**config.mk**
```make
export PLATFORM = sky130hd
export DESIGN_NAME = hazard_ctrl_unit
export DESIGN_NICKNAME = d
export VERILOG_FILES = /design/src/rtl/hazard_pkg.sv /design/src/rtl/hazard_fwd_sel.sv /design/src/rtl/hazard_ctrl_unit.sv
export SDC_FILE = /design/constraint.sdc
export NUM_CORES = 1
export LEC_CHECK = 0
export BUFFER_PORTS_ARGS = -buffer_cell sky130_fd_sc_hd__buf_2
export CORE_UTILIZATION = 34
export DETAILED_ROUTE_END_ITERATION = 10
export MAX_ROUTING_LAYER = met4
export PLACE_DENSITY = 0.95
export SYNTH_ARGS = -nofsm -noshare
export SYNTH_HDL_FRONTEND = slang
export SYNTH_SLANG_ARGS = --single-unit
```
**constraint.sdc**
```tcl
create_clock -name clk_i -period 1.95 [get_ports clk_i]
set_input_delay 0.2925 -clock clk_i [delete_from_list [all_inputs] [get_ports clk_i]]
set_output_delay 0.2925 -clock clk_i [all_outputs]
set_load 0.02 [all_outputs]
```
**src/rtl/hazard_pkg.sv**
```systemverilog
// rtl/hazard_pkg.sv - shared types and constants for the RV32I hazard/forwarding controller
package hazard_pkg;

  typedef enum logic [1:0] {
    FWD_RF  = 2'b00,
    FWD_MEM = 2'b01,
    FWD_WB  = 2'b10
  } fwd_sel_e;

  typedef enum logic [1:0] {
    RUN,
    LU_BUBBLE,
    MEM_WAIT
  } hz_state_e;

  // Decoders compare the major opcode against this to drive is_load_mem_i.
  localparam logic [6:0] OP_LOAD = 7'b0000011;

endpackage

```
**src/rtl/hazard_fwd_sel.sv**
```systemverilog
// rtl/hazard_fwd_sel.sv - forward-source select for one EX operand (MEM over WB over RF)
module hazard_fwd_sel
  import hazard_pkg::*;
#(
  parameter int REG_AW = 5
) (
  input  logic [REG_AW-1:0] rs_i,
  input  logic              rs_used_i,
  input  logic [REG_AW-1:0] rd_mem_i,
  input  logic [REG_AW-1:0] rd_wb_i,
  input  logic              regwen_mem_i,
  input  logic              regwen_wb_i,
  input  logic              is_load_mem_i,
  output fwd_sel_e          sel_o
);

  logic mem_hit;
  logic wb_hit;

  // A load in MEM has no data yet; that case is handled by the load-use stall.
  always_comb begin
    mem_hit = regwen_mem_i && (rd_mem_i != '0) && (rs_i == rd_mem_i) && rs_used_i && !is_load_mem_i;
    wb_hit  = regwen_wb_i && (rd_wb_i != '0) && (rs_i == rd_wb_i) && rs_used_i;
    if (mem_hit) begin
      sel_o = FWD_MEM;
    end else if (wb_hit) begin
      sel_o = FWD_WB;
    end else begin
      sel_o = FWD_RF;
    end
  end

endmodule

```
**src/rtl/hazard_ctrl_unit.sv**
```systemverilog
// rtl/hazard_ctrl_unit.sv - 5-stage hazard/forwarding controller; HAZARD_PERF_CNT_EN adds saturating perf counters
module hazard_ctrl_unit
  import hazard_pkg::*;
#(
  parameter int REG_AW       = 5,
  parameter int LOAD_USE_CYC = 1,
  parameter int CNT_W        = 32
) (
  input  logic              clk_i,
  input  logic              rst_ni,
  input  logic [REG_AW-1:0] rs1_ex_i,
  input  logic [REG_AW-1:0] rs2_ex_i,
  input  logic              rs1_used_ex_i,
  input  logic              rs2_used_ex_i,
  input  logic [REG_AW-1:0] rd_mem_i,
  input  logic [REG_AW-1:0] rd_wb_i,
  input  logic              regwen_mem_i,
  input  logic              regwen_wb_i,
  input  logic              is_load_mem_i,
  input  logic              mem_req_i,
  input  logic              dmem_ready_i,
  input  logic              pc_taken_i,
  output logic [1:0]        asel_o,
  output logic [1:0]        bsel_o,
  output logic              pc_sel_o,
  output logic              stall_if_o,
  output logic              stall_id_o,
  output logic              stall_ex_o,
  output logic              stall_mem_o,
  output logic              flush_id_o,
  output logic              flush_ex_o,
  output logic              flush_mem_o,
  output logic              flush_wb_o,
  output logic [CNT_W-1:0]  stall_cycles_o,
  output logic [CNT_W-1:0]  flush_events_o
);

  // The first bubble is issued from RUN, so the counter only covers the remaining ones.
  localparam logic [1:0] LU_RELOAD = (LOAD_USE_CYC > 1) ? 2'(LOAD_USE_CYC - 2) : 2'd0;

  hz_state_e  state_q, state_d;
  logic [1:0] cnt_q, cnt_d;
  fwd_sel_e   asel, bsel;
  logic       load_use, mem_wait;

  hazard_fwd_sel #(.REG_AW(REG_AW)) u_fwd_a (
    .rs_i(rs1_ex_i), .rs_used_i(rs1_used_ex_i), .rd_mem_i(rd_mem_i), .rd_wb_i(rd_wb_i),
    .regwen_mem_i(regwen_mem_i), .regwen_wb_i(regwen_wb_i), .is_load_mem_i(is_load_mem_i),
    .sel_o(asel)
  );

  hazard_fwd_sel #(.REG_AW(REG_AW)) u_fwd_b (
    .rs_i(rs2_ex_i), .rs_used_i(rs2_used_ex_i), .rd_mem_i(rd_mem_i), .rd_wb_i(rd_wb_i),
    .regwen_mem_i(regwen_mem_i), .regwen_wb_i(regwen_wb_i), .is_load_mem_i(is_load_mem_i),
    .sel_o(bsel)
  );

  assign load_use = is_load_mem_i && regwen_mem_i && (rd_mem_i != '0) &&
                    ((rs1_used_ex_i && (rs1_ex_i == rd_mem_i)) ||
                     (rs2_used_ex_i && (rs2_ex_i == rd_mem_i)));
  assign mem_wait = mem_req_i && !dmem_ready_i;

  always_comb begin
    state_d     = state_q;
    cnt_d       = cnt_q;
    stall_if_o  = 1'b0;
    stall_id_o  = 1'b0;
    stall_ex_o  = 1'b0;
    stall_mem_o = 1'b0;
    flush_mem_o = 1'b0;
    flush_wb_o  = 1'b0;
    case (state_q)
      LU_BUBBLE: begin
        stall_if_o  = 1'b1;
        stall_id_o  = 1'b1;
        stall_ex_o  = 1'b1;
        flush_mem_o = 1'b1;
        if (mem_wait) begin
          state_d = MEM_WAIT;
          cnt_d   = 2'd0;
        end else if (cnt_q == 2'd0) begin
          state_d = RUN;
        end else begin
          cnt_d = cnt_q - 2'd1;
        end
      end
      // RUN and MEM_WAIT share logic: MEM_WAIT releases as soon as mem_wait drops.
      default: begin
        if (mem_wait) begin
          stall_if_o  = 1'b1;
          stall_id_o  = 1'b1;
          stall_ex_o  = 1'b1;
          stall_mem_o = 1'b1;
          flush_wb_o  = 1'b1;
          state_d     = MEM_WAIT;
        end else begin
          state_d = RUN;
          if (load_use) begin
            stall_if_o  = 1'b1;
            stall_id_o  = 1'b1;
            stall_ex_o  = 1'b1;
            flush_mem_o = 1'b1;
            if (LOAD_USE_CYC > 1) begin
              state_d = LU_BUBBLE;
              cnt_d   = LU_RELOAD;
            end
          end
        end
      end
    endcase
    if (!rst_ni) begin
      stall_if_o  = 1'b0;
      stall_id_o  = 1'b0;
      stall_ex_o  = 1'b0;
      stall_mem_o = 1'b0;
      flush_mem_o = 1'b0;
      flush_wb_o  = 1'b0;
    end
  end

  always_ff @(posedge clk_i or negedge rst_ni) begin
    if (!rst_ni) begin
      state_q <= RUN;
      cnt_q   <= 2'd0;
    end else begin
      state_q <= state_d;
      cnt_q   <= cnt_d;
    end
  end

  // A taken branch sitting in a held EX waits until EX is allowed to advance.
  assign pc_sel_o   = rst_ni && pc_taken_i && !stall_ex_o;
  assign flush_id_o = pc_sel_o;
  assign flush_ex_o = pc_sel_o;
  assign asel_o     = rst_ni ? asel : FWD_RF;
  assign bsel_o     = rst_ni ? bsel : FWD_RF;

`ifdef HAZARD_PERF_CNT_EN
  logic [CNT_W-1:0] stall_cnt_q, stall_cnt_d;
  logic [CNT_W-1:0] flush_cnt_q, flush_cnt_d;

  always_comb begin
    stall_cnt_d = stall_cnt_q;
    flush_cnt_d = flush_cnt_q;
    if (stall_if_o && (stall_cnt_q != '1)) stall_cnt_d = stall_cnt_q + CNT_W'(1);
    if (pc_sel_o && (flush_cnt_q != '1)) flush_cnt_d = flush_cnt_q + CNT_W'(1);
  end

  always_ff @(posedge clk_i or negedge rst_ni) begin
    if (!rst_ni) begin
      stall_cnt_q <= '0;
      flush_cnt_q <= '0;
    end else begin
      stall_cnt_q <= stall_cnt_d;
      flush_cnt_q <= flush_cnt_d;
    end
  end

  assign stall_cycles_o = stall_cnt_q;
  assign flush_events_o = flush_cnt_q;
`else
  assign stall_cycles_o = '0;
  assign flush_events_o = '0;
`endif

endmodule

```
==> impl_metrics.toml <==
[run_status]
outcome = "finished, final reports clean"

[grt]
grt_pass1_wl_um = 2304
antenna_found_initial = 0
grt_pass1_vias = 574
grt-ovfl-total = 0
grtUsageTotal_pct = 11.13
grt_start_max_net_pins = 7

[setup_path]
cp-start-kind = "primary input"
crit_type = "in -> out"
cp.required_ns = 1.66
cp_data_arrival_time_ns = 1.64
startpoint = "rd_mem_i[2]"
crit_path_end = "flush_ex_o"
end_kind = "primary output"
crit_fanout = 3

[sta]
setup_viol = 0
hold_viol_final = 0
tns_ns = 0
rsz0062_at_grt = "yes"
min_period_over_period_pct = 99.20
clock.fmax_ghz = 0.5169
period_needed_ns = 1.934
slew_violations = 0

[layout]
n_clock_buffer = 0
ff_latch_area_um2 = 0
fin_util_pct = 43.66
area_growth_pct = 16.57
antenna_cells = 0
seq_cell_count = 0
nets = 188
layout-drive-gt1-share_pct = 39.10

[pwr]
netSwitchingPower_mw = 0.1766
worst_ir_drop_vdd_v = 0.0001440
p_int_mw = 0.07772
p_seq_share_pct = 0
p_per_area_nw_per_um2 = 251.3
clkPwrFrac_pct = 0
pwr-share-comb_pct = 100.0
p_sw_share_pct = 69.44
leakage_nw = 0.5843

[logic_synthesis]
synth.most_common_cell = "buf_4"
syn_area_um2 = 868.3
synthTopCellsByCount = "buf_4 (69), xor2_1 (16), nor4_1 (4), xnor2_1 (4), and3_1 (3)"
synthCells = 113
synth_area_per_cell_um2 = 7.684
yosysUniqueCellTypes = 19
seq_area_frac_synth_pct = 0
yosys_warnings = 0
yosys-top-cells-area = "buf_4 (60%), xor2_1 (16%), xnor2_1 (4.0%), a211oi_2 (2.9%), nor4_1 (2.9%)"
synth_top_cell_area_share_pct = 59.65
yosysTopAreaCell = "buf_4"

[routing]
viasPerCell = 3.755
via_count = 691
dr.pass1.iters = 2
wl_per_cell_um = 9.424
drcViolationCount = 0
wl_um = 1734
drtIter0Drc = 5
postRouteAntennaNets = 0

[floorplan]
start_util_pct = 37.45
die-area_um2 = 2760
fp-row-count = 17
die_h_um = 52.54
coreArea_um2 = 2318
io_pins = 107
dieWidth_um = 52.54

[run]
cap_violations = 0

[placed_design]
dp_hpwl_um = 1522
gp_congestion = 0.8038
portBuffers = 42

[worst_hold_path]
whs_path_depth = 4
hold_class = "in -> out"

[clock_tree]
cts_hold_buf = 0
-- metal layers --
metal,global-route usage (%),part of all wire [%],vias up
li1,-,-,321
met1,11.56,32,307
met2,23.63,57,63
met3,0.5797,12,0
met4,0,0,0
met5,-,0,-
-- area by class of cell --
class              instances  area, um^2
multi-input cells        107       631.9
fillers                  245        1306
well taps                 28       35.03
repair buffers            49       345.3
-- cell families (layout without fill, tap and decap cells) --
kind of cell / count (synthesis) / count (layout) / synth area share, %
XOR/XNOR: 20 / 20 / 20.17
AND/OR/NAND/NOR: 18 / 18 / 14.12
buffers and inverters: 69 / 49 / 59.65
other: 1 / 64 / 0.4319
AO/OA/AOI/OAI: 5 / 5 / 5.620
-- cells in the final DEF (no fill, tap or decap) --
cell	instances
a211oi_2	2
and2_1	1
and3_1	3
and3_4	1
and4b_2	1
buf_2	27
buf_4	11
buf_6	10
buf_8	1
conb_1	64
nand2b_4	1
nand3_1	2
nor2_2	1
nor2b_1	1
nor2b_4	1
nor4_1	2
nor4_2	2
o2111ai_2	1
o211ai_1	1
o21a_1	1
or4_1	1
or4_4	1
xnor2_1	4
xor2_1	15
xor2_2	1
-- critical path, cell delays in order --
cell       delay, ns
buf_8           0.10
or4_4           0.51
o21a_1          0.22
o2111ai_2       0.08
and4b_2         0.31
buf_6           0.13
-- metrics by stage --
stage | total power, mW | instances | hold WS, ns | worst slack, ns | area, um^2
2_1_floorplan | 0.2654 | 176 | 0.7096 | 0.03477 | 1106
3_3_place_gp | 0.2226 | 182 | 0.9453 | -0.03251 | 870.8
3_5_place_dp | 0.2255 | 182 | 0.9547 | -0.04846 | 870.8
4_1_cts | 0.2365 | 183 | 0.9524 | -0.005828 | 927.1
5_1_grt | 0.2755 | 184 | 0.9777 | -0.02311 | 1012
6_report | 0.2543 | 184 | 0.9514 | 0.01557 | 1012
-- worst min path at each step --
| stage | start | slack, ns | endpoint |
|---|---|---|---|
| 3_3_place_gp | rs1_used_ex_i | 0.95 | asel_o[1] |
| 6_report | rs2_used_ex_i | 0.95 | bsel_o[1] |
| 4_1_cts | rs2_used_ex_i | 0.95 | bsel_o[1] |
| 2_1_floorplan | rs1_used_ex_i | 0.71 | asel_o[1] |
| 5_1_grt | rs1_used_ex_i | 0.98 | asel_o[1] |
| 3_5_place_dp | rs2_used_ex_i | 0.95 | bsel_o[1] |
-- power groups by stage --
stage	sequential, mW	combinational [mW]	clock, mW
after floorplan	0	0.265	0
after global placement	0	0.223	0
after detailed placement	0	0.226	0
after CTS	0	0.236	0
after global routing	0	0.275	0
final	0	0.254	0
-- what timing repair did --
item,CTS,global route
resized for setup,13,17
gates cloned,0,0
buffers inserted,1,1
setup endpoints to repair,8,9
pin swaps,10,9
Power figures use the tool's default switching activity.
